===== src/rtl/apb_regfile_slave.sv =====
// apb_regfile_slave: APB register file with a read-only ID word at index 0,
// a configurable number of access-phase wait states and an error response
// for out-of-range, unaligned or read-only-target accesses.
// Optional build macro APB_REGFILE_PSTRB_EN: when defined, writes honour
// PSTRB byte lanes; when undefined, PSTRB is ignored and whole words are written.
module apb_regfile_slave #(
    parameter int          ADDR_WIDTH  = 32,
    parameter int          DATA_WIDTH  = 32,
    parameter int          NUM_REGS    = 16,
    parameter int          WAIT_STATES = 0,
    parameter logic [31:0] ID_VALUE    = 32'hA9B0_0001
) (
    input  logic                    i_clk,
    input  logic                    i_reset_n,
    input  logic [ADDR_WIDTH-1:0]   PADDR,
    input  logic                    PWRITE,
    input  logic [DATA_WIDTH-1:0]   PWDATA,
    input  logic [DATA_WIDTH/8-1:0] PSTRB,
    input  logic                    PSELx,
    input  logic                    PENABLE,
    output logic [DATA_WIDTH-1:0]   PRDATA,
    output logic                    PREADY,
    output logic                    PSLVERR
);

    localparam int BYTES = DATA_WIDTH / 8;
    localparam int SHIFT = $clog2(BYTES);
    localparam int IDX_W = (NUM_REGS > 1) ? $clog2(NUM_REGS) : 1;
    localparam int CNT_W = 4;

    typedef enum logic [1:0] {
        ST_IDLE = 2'd0,
        ST_WAIT = 2'd1,
        ST_RESP = 2'd2
    } state_t;

    state_t                  state_reg;
    logic [CNT_W-1:0]        count_reg;
    logic                    pready_reg;
    logic                    pslverr_reg;
    logic [DATA_WIDTH-1:0]   prdata_reg;

    // Address decode: word index, alignment and range check
    logic [ADDR_WIDTH-1:0]   index_full;
    logic [IDX_W-1:0]        reg_sel;
    logic                    addr_aligned;
    logic                    addr_valid;
    logic                    resp_err;
    logic [DATA_WIDTH-1:0]   read_word;
    logic [DATA_WIDTH-1:0]   resp_rdata;
    logic                    commit;
    logic [BYTES-1:0]        byte_en;

    logic [DATA_WIDTH-1:0]   reg_file [NUM_REGS];

    assign index_full   = PADDR >> SHIFT;
    assign reg_sel      = index_full[IDX_W-1:0];
    assign addr_aligned = (PADDR & ADDR_WIDTH'(BYTES - 1)) == '0;
    assign addr_valid   = addr_aligned && (index_full < ADDR_WIDTH'(NUM_REGS));
    // Index 0 holds the ID word, so writing it is reported as an error
    assign resp_err     = !addr_valid || (PWRITE && (index_full == '0));
    assign read_word    = addr_valid ? reg_file[reg_sel] : '0;
    // Writes return zero on PRDATA; errored accesses always return zero
    assign resp_rdata   = (!PWRITE && !resp_err) ? read_word : '0;

    // A write lands only on the completing access edge of an error-free transfer
    assign commit = pready_reg && !pslverr_reg && PSELx && PENABLE && PWRITE;

`ifdef APB_REGFILE_PSTRB_EN
    assign byte_en = PSTRB;
`else
    assign byte_en = '1;
    logic unused_pstrb;
    assign unused_pstrb = ^PSTRB;
`endif

    // Transfer FSM with registered PREADY/PSLVERR/PRDATA
    always_ff @(posedge i_clk or negedge i_reset_n) begin
        if (!i_reset_n) begin
            state_reg   <= ST_IDLE;
            count_reg   <= '0;
            pready_reg  <= 1'b0;
            pslverr_reg <= 1'b0;
            prdata_reg  <= '0;
        end else begin
            case (state_reg)
                ST_IDLE: begin
                    pready_reg  <= 1'b0;
                    pslverr_reg <= 1'b0;
                    prdata_reg  <= '0;
                    // Only a setup phase starts a transfer; a stray PENABLE is ignored
                    if (PSELx && !PENABLE) begin
                        if (WAIT_STATES == 0) begin
                            // Zero wait states: response is ready in the first access cycle
                            state_reg   <= ST_RESP;
                            count_reg   <= '0;
                            pready_reg  <= 1'b1;
                            pslverr_reg <= resp_err;
                            prdata_reg  <= resp_rdata;
                        end else begin
                            state_reg <= ST_WAIT;
                            count_reg <= CNT_W'(WAIT_STATES);
                        end
                    end
                end
                ST_WAIT: begin
                    if (!PSELx) begin
                        // Master abandoned the transfer: nothing is written
                        state_reg <= ST_IDLE;
                        count_reg <= '0;
                    end else if (PENABLE) begin
                        // The access cycle that drains the counter to zero completes
                        if (count_reg <= CNT_W'(1)) begin
                            state_reg   <= ST_RESP;
                            count_reg   <= '0;
                            pready_reg  <= 1'b1;
                            pslverr_reg <= resp_err;
                            prdata_reg  <= resp_rdata;
                        end else begin
                            count_reg <= count_reg - CNT_W'(1);
                        end
                    end
                end
                ST_RESP: begin
                    state_reg   <= ST_IDLE;
                    pready_reg  <= 1'b0;
                    pslverr_reg <= 1'b0;
                    prdata_reg  <= '0;
                end
                default: begin
                    state_reg   <= ST_IDLE;
                    count_reg   <= '0;
                    pready_reg  <= 1'b0;
                    pslverr_reg <= 1'b0;
                    prdata_reg  <= '0;
                end
            endcase
        end
    end

    // Register storage: index 0 is the constant ID, the rest are byte-writable words
    generate
        for (genvar gi = 0; gi < NUM_REGS; gi++) begin : g_reg
            if (gi == 0) begin : g_id
                assign reg_file[gi] = DATA_WIDTH'(ID_VALUE);
            end else begin : g_rw
                logic [DATA_WIDTH-1:0] word_reg;
                logic                  sel;
                assign sel = addr_valid && (reg_sel == IDX_W'(gi));
                // Commit enabled byte lanes on the completing write edge
                always_ff @(posedge i_clk or negedge i_reset_n) begin
                    if (!i_reset_n) begin
                        word_reg <= '0;
                    end else if (commit && sel) begin
                        for (int b = 0; b < BYTES; b++) begin
                            if (byte_en[b]) begin
                                word_reg[b*8 +: 8] <= PWDATA[b*8 +: 8];
                            end
                        end
                    end
                end
                assign reg_file[gi] = word_reg;
            end
        end
    endgenerate

    assign PREADY  = pready_reg;
    assign PSLVERR = pslverr_reg;
    assign PRDATA  = prdata_reg;

endmodule

===== config.mk =====
export PLATFORM = sky130hd
export DESIGN_NAME = apb_regfile_slave
export DESIGN_NICKNAME = d
export VERILOG_FILES = /design/src/rtl/apb_regfile_slave.sv
export SDC_FILE = /design/constraint.sdc
export NUM_CORES = 1
export LEC_CHECK = 0
export ABC_CLOCK_PERIOD_IN_PS = 1900
export CAP_MARGIN = 5
export CORE_ASPECT_RATIO = 1.75
export CORE_UTILIZATION = 48
export CTS_BUF_LIST = sky130_fd_sc_hd__clkbuf_2 sky130_fd_sc_hd__clkbuf_4 sky130_fd_sc_hd__clkbuf_8
export CTS_CLUSTER_DIAMETER = 120
export DETAILED_ROUTE_END_ITERATION = 7
export GPL_TIMING_DRIVEN = 0
export PLACE_DENSITY = 0.8
export SETUP_SLACK_MARGIN = 0.5
export SLEW_MARGIN = 0
export SYNTH_ARGS = -nofsm -noshare
export SYNTH_HDL_FRONTEND = slang
export SYNTH_SLANG_ARGS = --single-unit

===== constraint.sdc =====
create_clock -name i_clk -period 1.9 [get_ports i_clk]
set_input_delay 0.38 -clock i_clk [delete_from_list [all_inputs] [get_ports i_clk]]
set_output_delay 0.38 -clock i_clk [all_outputs]
set_load 0.005 [all_outputs]

## After elaboration in Yosys (flattened, before gate mapping)

Cells that the tools add are included.

| word-level totals | value |
|---|---|
| bits in registers | 520 |
| bits of input ports | 73 |
| output and inout port bits | 34 |

| operators by class | value |
|---|---|
| $add $sub $neg | 1 |
| magnitude comparators | 3 |
| eq/ne operators | 23 |
| multiplexer cells | 30 |
| bitwise logic cells | 2 |
| reduce and logical (&&, ||, !) cells | 50 |

Operators by type and width:

| cell | number |
|---|---|
| 2-to-1 mux 32 bit | 8 |
| binary-select mux 32 bit (select 4 bit) | 1 |
| logical NOT 32 bit | 2 |
| case mux 32 bit (2 select lines) | 1 |
| logical AND 1 bit | 38 |
| equality test 4 bit (second input constant) | 8 |
| less-than comparator 30 x 5 -> 1 bit (second input constant) | 1 |
| equality test 4 x 3 -> 1 bit (second input constant) | 4 |
| 2-to-1 mux 4 bit | 4 |
| case mux 4 bit (3 select lines) | 1 |
| AND reduction 3 bit | 3 |
| equality test 4 x 2 -> 1 bit (second input constant) | 2 |
| 2-to-1 mux 1 bit | 8 |
| 2-to-1 mux 2 bit | 4 |
| inequality test 2 bit (second input constant) | 4 |
| inequality test 3 bit (second input constant) | 2 |
| >= comparator 5 bit (second input constant) | 1 |
| logical NOT 1 bit | 5 |
| inverter 4 -> 5 bit | 1 |
| equality test 4 x 1 -> 1 bit (second input constant) | 1 |
| less-or-equal comparator 4 x 1 -> 1 bit (second input constant) | 1 |
| case mux 1 bit (2 select lines) | 2 |
| case mux 2 bit (2 select lines) | 1 |
| subtractor 4 x 1 -> 4 bit (second input constant) | 1 |
| other kinds (5) | 5 |

## Depth between registers and ports, before layout

| logic depth | value |
|---|---|
| depth in word-level cells | 11 |
| depth in mapped cells | 8 |
| mapped depth without buffers | 4 |

## Worst setup path after synthesis

OpenSTA, ideal clock, no wires.

| timing path | value |
|---|---|
| path type | input to register |
| from | input port PADDR[1] |
| to | register g_reg[9].g_rw.word_reg[10] |
| setup time | 0.125 ns |
| data arrival time | 2.065 ns |
| slack | -0.290 ns |
| stages | 6 |
| buffers on the path | 2 |
| path through | nor4_1 > nand3_2 > buf_4 > nor3_2 > buf_4 > mux2_2 |

| on the way | value |
|---|---|
| cells in the longest elaborated chain, start to end | 4 |

Ends and longest elaborated chain:

| element | line | source |
|---|---|---|
| from (decl) | 15 | `input logic [ADDR_WIDTH-1:0] PADDR,` |
| logical NOT 32 bit | 58 | `assign addr_aligned = (PADDR & ADDR_WIDTH'(BYTES - 1)) == '0;` |
| logical AND 1 bit | 59 | `assign addr_valid = addr_aligned && (index_full < ADDR_WIDTH'(NUM_REGS));` |
| logical AND 1 bit | 149 | `assign sel = addr_valid && (reg_sel == IDX_W'(gi));` |
| logical AND 1 bit | 154 | `end else if (commit && sel) begin` |
| to (signal, indexed assignment) | 157 | `word_reg[b*8 +: 8] <= PWDATA[b*8 +: 8];` |
| to (decl) | 147 | `logic [DATA_WIDTH-1:0] word_reg;` |

No other way between the ends.
A chain may end at the register's enable or synchronous reset.

## Worst setup path in the final report

| timing path | value |
|---|---|
| from | register pslverr_reg (netlist: PSLVERR) |
| to | register g_reg[9].g_rw.word_reg[17] |

| on the way | value |
|---|---|
| cells in the longest elaborated chain, start to end | 6 |

Ends and longest elaborated chain:

| element | line | source |
|---|---|---|
| from (decl) | 40 | `logic pslverr_reg;` |
| from (signal assigned) | 98 | `pslverr_reg <= resp_err;` |
| from (signal assigned) | 117 | `pslverr_reg <= resp_err;` |
| logical NOT 1 bit | 67 | `assign commit = pready_reg && !pslverr_reg && PSELx && PENABLE && PWRITE;` |
| logical AND 1 bit (4 in a row) | 67 |  |
| logical AND 1 bit | 154 |  |

No other way between the ends.

==> results.json <==
{
  "synth_ff_type": "dfrtp_1",
  "maxCapViolCount": 0,
  "numPortBuffers": 98,
  "violations": "setup timing",
  "cpPeakStageDelay_ns": 0.41,
  "worstSetupStartpointType": "flip-flop",
  "place_area_mm2": 0.0261,
  "synth_warnings": 0,
  "fin_skew_ns": 0.0291,
  "numCtsBuffers": 73,
  "rsz0062_at_grt": "yes",
  "yosysTopAreaCell": "dfrtp_1",
  "wl_um": 88700,
  "cts_max_path_buffers": 3,
  "avgSynthCellArea_um2": 16.0,
  "root_buffer": "clkbuf_8",
  "fmax_ghz": 0.381,
  "grt_max_degree": 132,
  "critPathCaptureType": "flip-flop",
  "vias_per_cell": 6.79,
  "slew_headroom_pct": 14.4,
  "grt_overflow": 0,
  "syn_area_mm2": 0.0230,
  "gp_congestion": 0.885,
  "die_x_um": 167,
  "setup-tns-final_ns": -188.20,
  "drive_above_1_share_pct": 57.6,
  "synth_cells": 1439,
  "crit_fanout": 5,
  "synthDistinctLibCells": 37,
  "clock_latency_ns": 0.66,
  "detail-route-antenna-nets": 0,
  "die_h_um": 291,
  "clock_sinks": 515,
  "cts_tree": "done",
  "ys_ff_latch": 515,
  "grt_pass1_vias": 16900,
  "antenna_found_initial": 5,
  "initial_core_util_pct": 48.8,
  "grt_use_total_pct": 30.7,
  "status": "finished, violations left",
  "cpMaxStageDelayCell": "nand4_1",
  "hpwl_um": 41400,
  "critPathKind": "flip-flop to flip-flop",
  "p_leak_nw": 14.5,
  "ys_top_cells_by_area": "dfrtp_1 (56%), mux2_2 (23%), mux4_2 (9.4%)",
  "drtIter0Drc": 1696,
  "io_pins": 107,
  "critPathRequiredTime_ns": 2.42,
  "num_vias": 16200,
  "p_total_mw": 22.3,
  "powerDensity_mw_per_mm2": 711,
  "finalMaxSlewViolations": 0,
  "finalCoreUtilization_pct": 66.5,
  "worstHoldPathType": "input pin to flip-flop",
  "drc_errors": 0,
  "tightest_slew_ns": 1.28,
  "vdd_ir_drop_max_mv": 0.412,
  "synth_top_area_share_pct": 56.1,
  "async_flop_share_pct": 100,
  "crit_arrival_ns": 3.14,
  "htree_num_levels": 3,
  "period_minus_slack_ns": 2.62,
  "crit_top_cell": "buf_6",
  "fp-row-count": 105,
  "layout_setup_ws_ns": -0.723,
  "crit_chain": "and4b_4 -> nand4_1 -> buf_6 -> nor3_4 -> buf_6 -> buf_12 -> mux2_4",
  "core-area_mm2": 0.0470,
  "area_growth_pct": 36.2,
  "die_area_mm2": 0.0488,
  "setup_viol": 537,
  "synth_edf_count": 0,
  "layout.nets": 1825,
  "routedWlPerCell_um": 37.1,
  "synth_nets": 1512,
  "final_hold_viol_count": 0,
  "largest_reg_flops": 480,
  "ys_seq_area_share_pct": 56.1,
  "stdcell_area_mm2": 0.0313,
  "fin_crit_sh_pct": 138,
  "path_clk_slew_ns": 0.07,
  "first_pass_iters": 5,
  "grt_pass1_wl_um": 110000
}
-- power by group --
group	total [mW]	switching, mW	internal, mW
logic	1.33	0.945	0.383
clock network	9.96	4.69	5.28
registers	11.0	0.00226	11.0
-- synth_stat cells, types with 7 or more instances --
library cell	count
mux4_2	96
mux2_1	34
o22ai_1	24
buf_4	28
clkbuf_1	61
nand4_1	8
a221oi_1	24
nor2_1	26
buf_2	31
mux2i_1	10
nor4_2	26
dfrtp_1	515
a22oi_1	12
nor3_2	7
mux2_2	470
-- stage by stage --
| stage | setup WS (ns) | instances | hold slack (ns) |
|---|---|---|---|
| global route | -0.728 | 2392 | 0.184 |
| finish | -0.723 | 2393 | 0.186 |
| detailed placement | -1.52 | 2129 | 0.441 |
| floorplan | -0.258 | 1439 | 0.0844 |
| CTS | -0.175 | 2347 | -0.110 |
| global placement | -20.50 | 2125 | 0.417 |
-- layout by cell type (no fill, tap or decap), types with 26 or more instances in the layout --
| master | netlist | final |
|---|---|---|
| buf_12 | 0 | 60 |
| buf_4 | 28 | 33 |
| buf_6 | 6 | 50 |
| clkbuf_1 | 61 | 52 |
| clkbuf_16 | 0 | 29 |
| clkbuf_2 | 0 | 43 |
| clkbuf_8 | 0 | 93 |
| clkdlybuf4s50_1 | 0 | 48 |
| dfrtp_1 | 515 | 515 |
| mux2_2 | 470 | 59 |
| mux2_4 | 0 | 442 |
| mux4_2 | 96 | 96 |
| nor2_1 | 26 | 26 |
| nor4_4 | 5 | 36 |
-- worst max-delay path, delay by kind of cell, from the launching register on --
family	cells	cell delay, ns
mux	1	0.31
flops	1	0.38
buf+inv	3	0.74
simple gates	3	1.03
-- worst paths after layout --
| check | slack (ns) | cells after the start | endpoint | from |
|---|---|---|---|---|
| min | 0.19 | 3 | PRDATA[29] | PADDR[4] |
| max | -0.72 | 7 | g_reg[9].g_rw.word_reg[17] | PSLVERR |
| max reg2reg | -0.72 | 7 | g_reg[9].g_rw.word_reg[17] | PSLVERR |
| min reg2reg | 0.51 | 1 | g_reg[9].g_rw.word_reg[5] | g_reg[9].g_rw.word_reg[5] |
| max in group asynchronous | -0.02 | 5 | g_reg[3].g_rw.word_reg[16] | i_reset_n |
| min in group asynchronous | 0.41 | 2 | g_reg[2].g_rw.word_reg[2] | i_reset_n |
-- cell type report --
cell class	instances	area (um^2)
clock inverters	15	183
flip-flops and latches	515	12900
plain buffers	132	1400
diodes	2	5.00
well taps	588	736
repair buffers	238	3110
multi-input cells	792	11500
fillers	2814	15800
clock buffers	111	1410
-- cells by family (layout without fill, tap and decap cells) --
kind of cell	count (synthesis)	in the layout	share of synthesized area [%]
flip-flops	515	515	56.1
AND/OR/NAND/NOR	105	105	3.88
buffers and inverters	132	496	2.98
multiplexers	610	610	34.6
other	0	2	0
AO/OA/AOI/OAI	77	77	2.49
-- routing by layer --
| layer | GRT usage (%) | share of wire (%) |
|---|---|---|
| met5 | 0 | 0.028 |
| met4 | 24.2 | 10 |
| met3 | 5.78 | 9.0 |
| met2 | 50.2 | 47 |
| met1 | 35.5 | 33 |
-- repair_timing --
| item | 4_1_cts | 5_1_grt |
|---|---|---|
| hold endpoints to repair | 123 | 121 |
| buffers inserted | 74 | 14 |
| cloned | 17 | 29 |
| gates resized for setup | 248 | 274 |
| pin swaps | 42 | 16 |
| setup endpoints to repair | 624 | 700 |
| hold buffers | 1 | 1 |
Note: power is estimated with default switching activity, not from simulation.
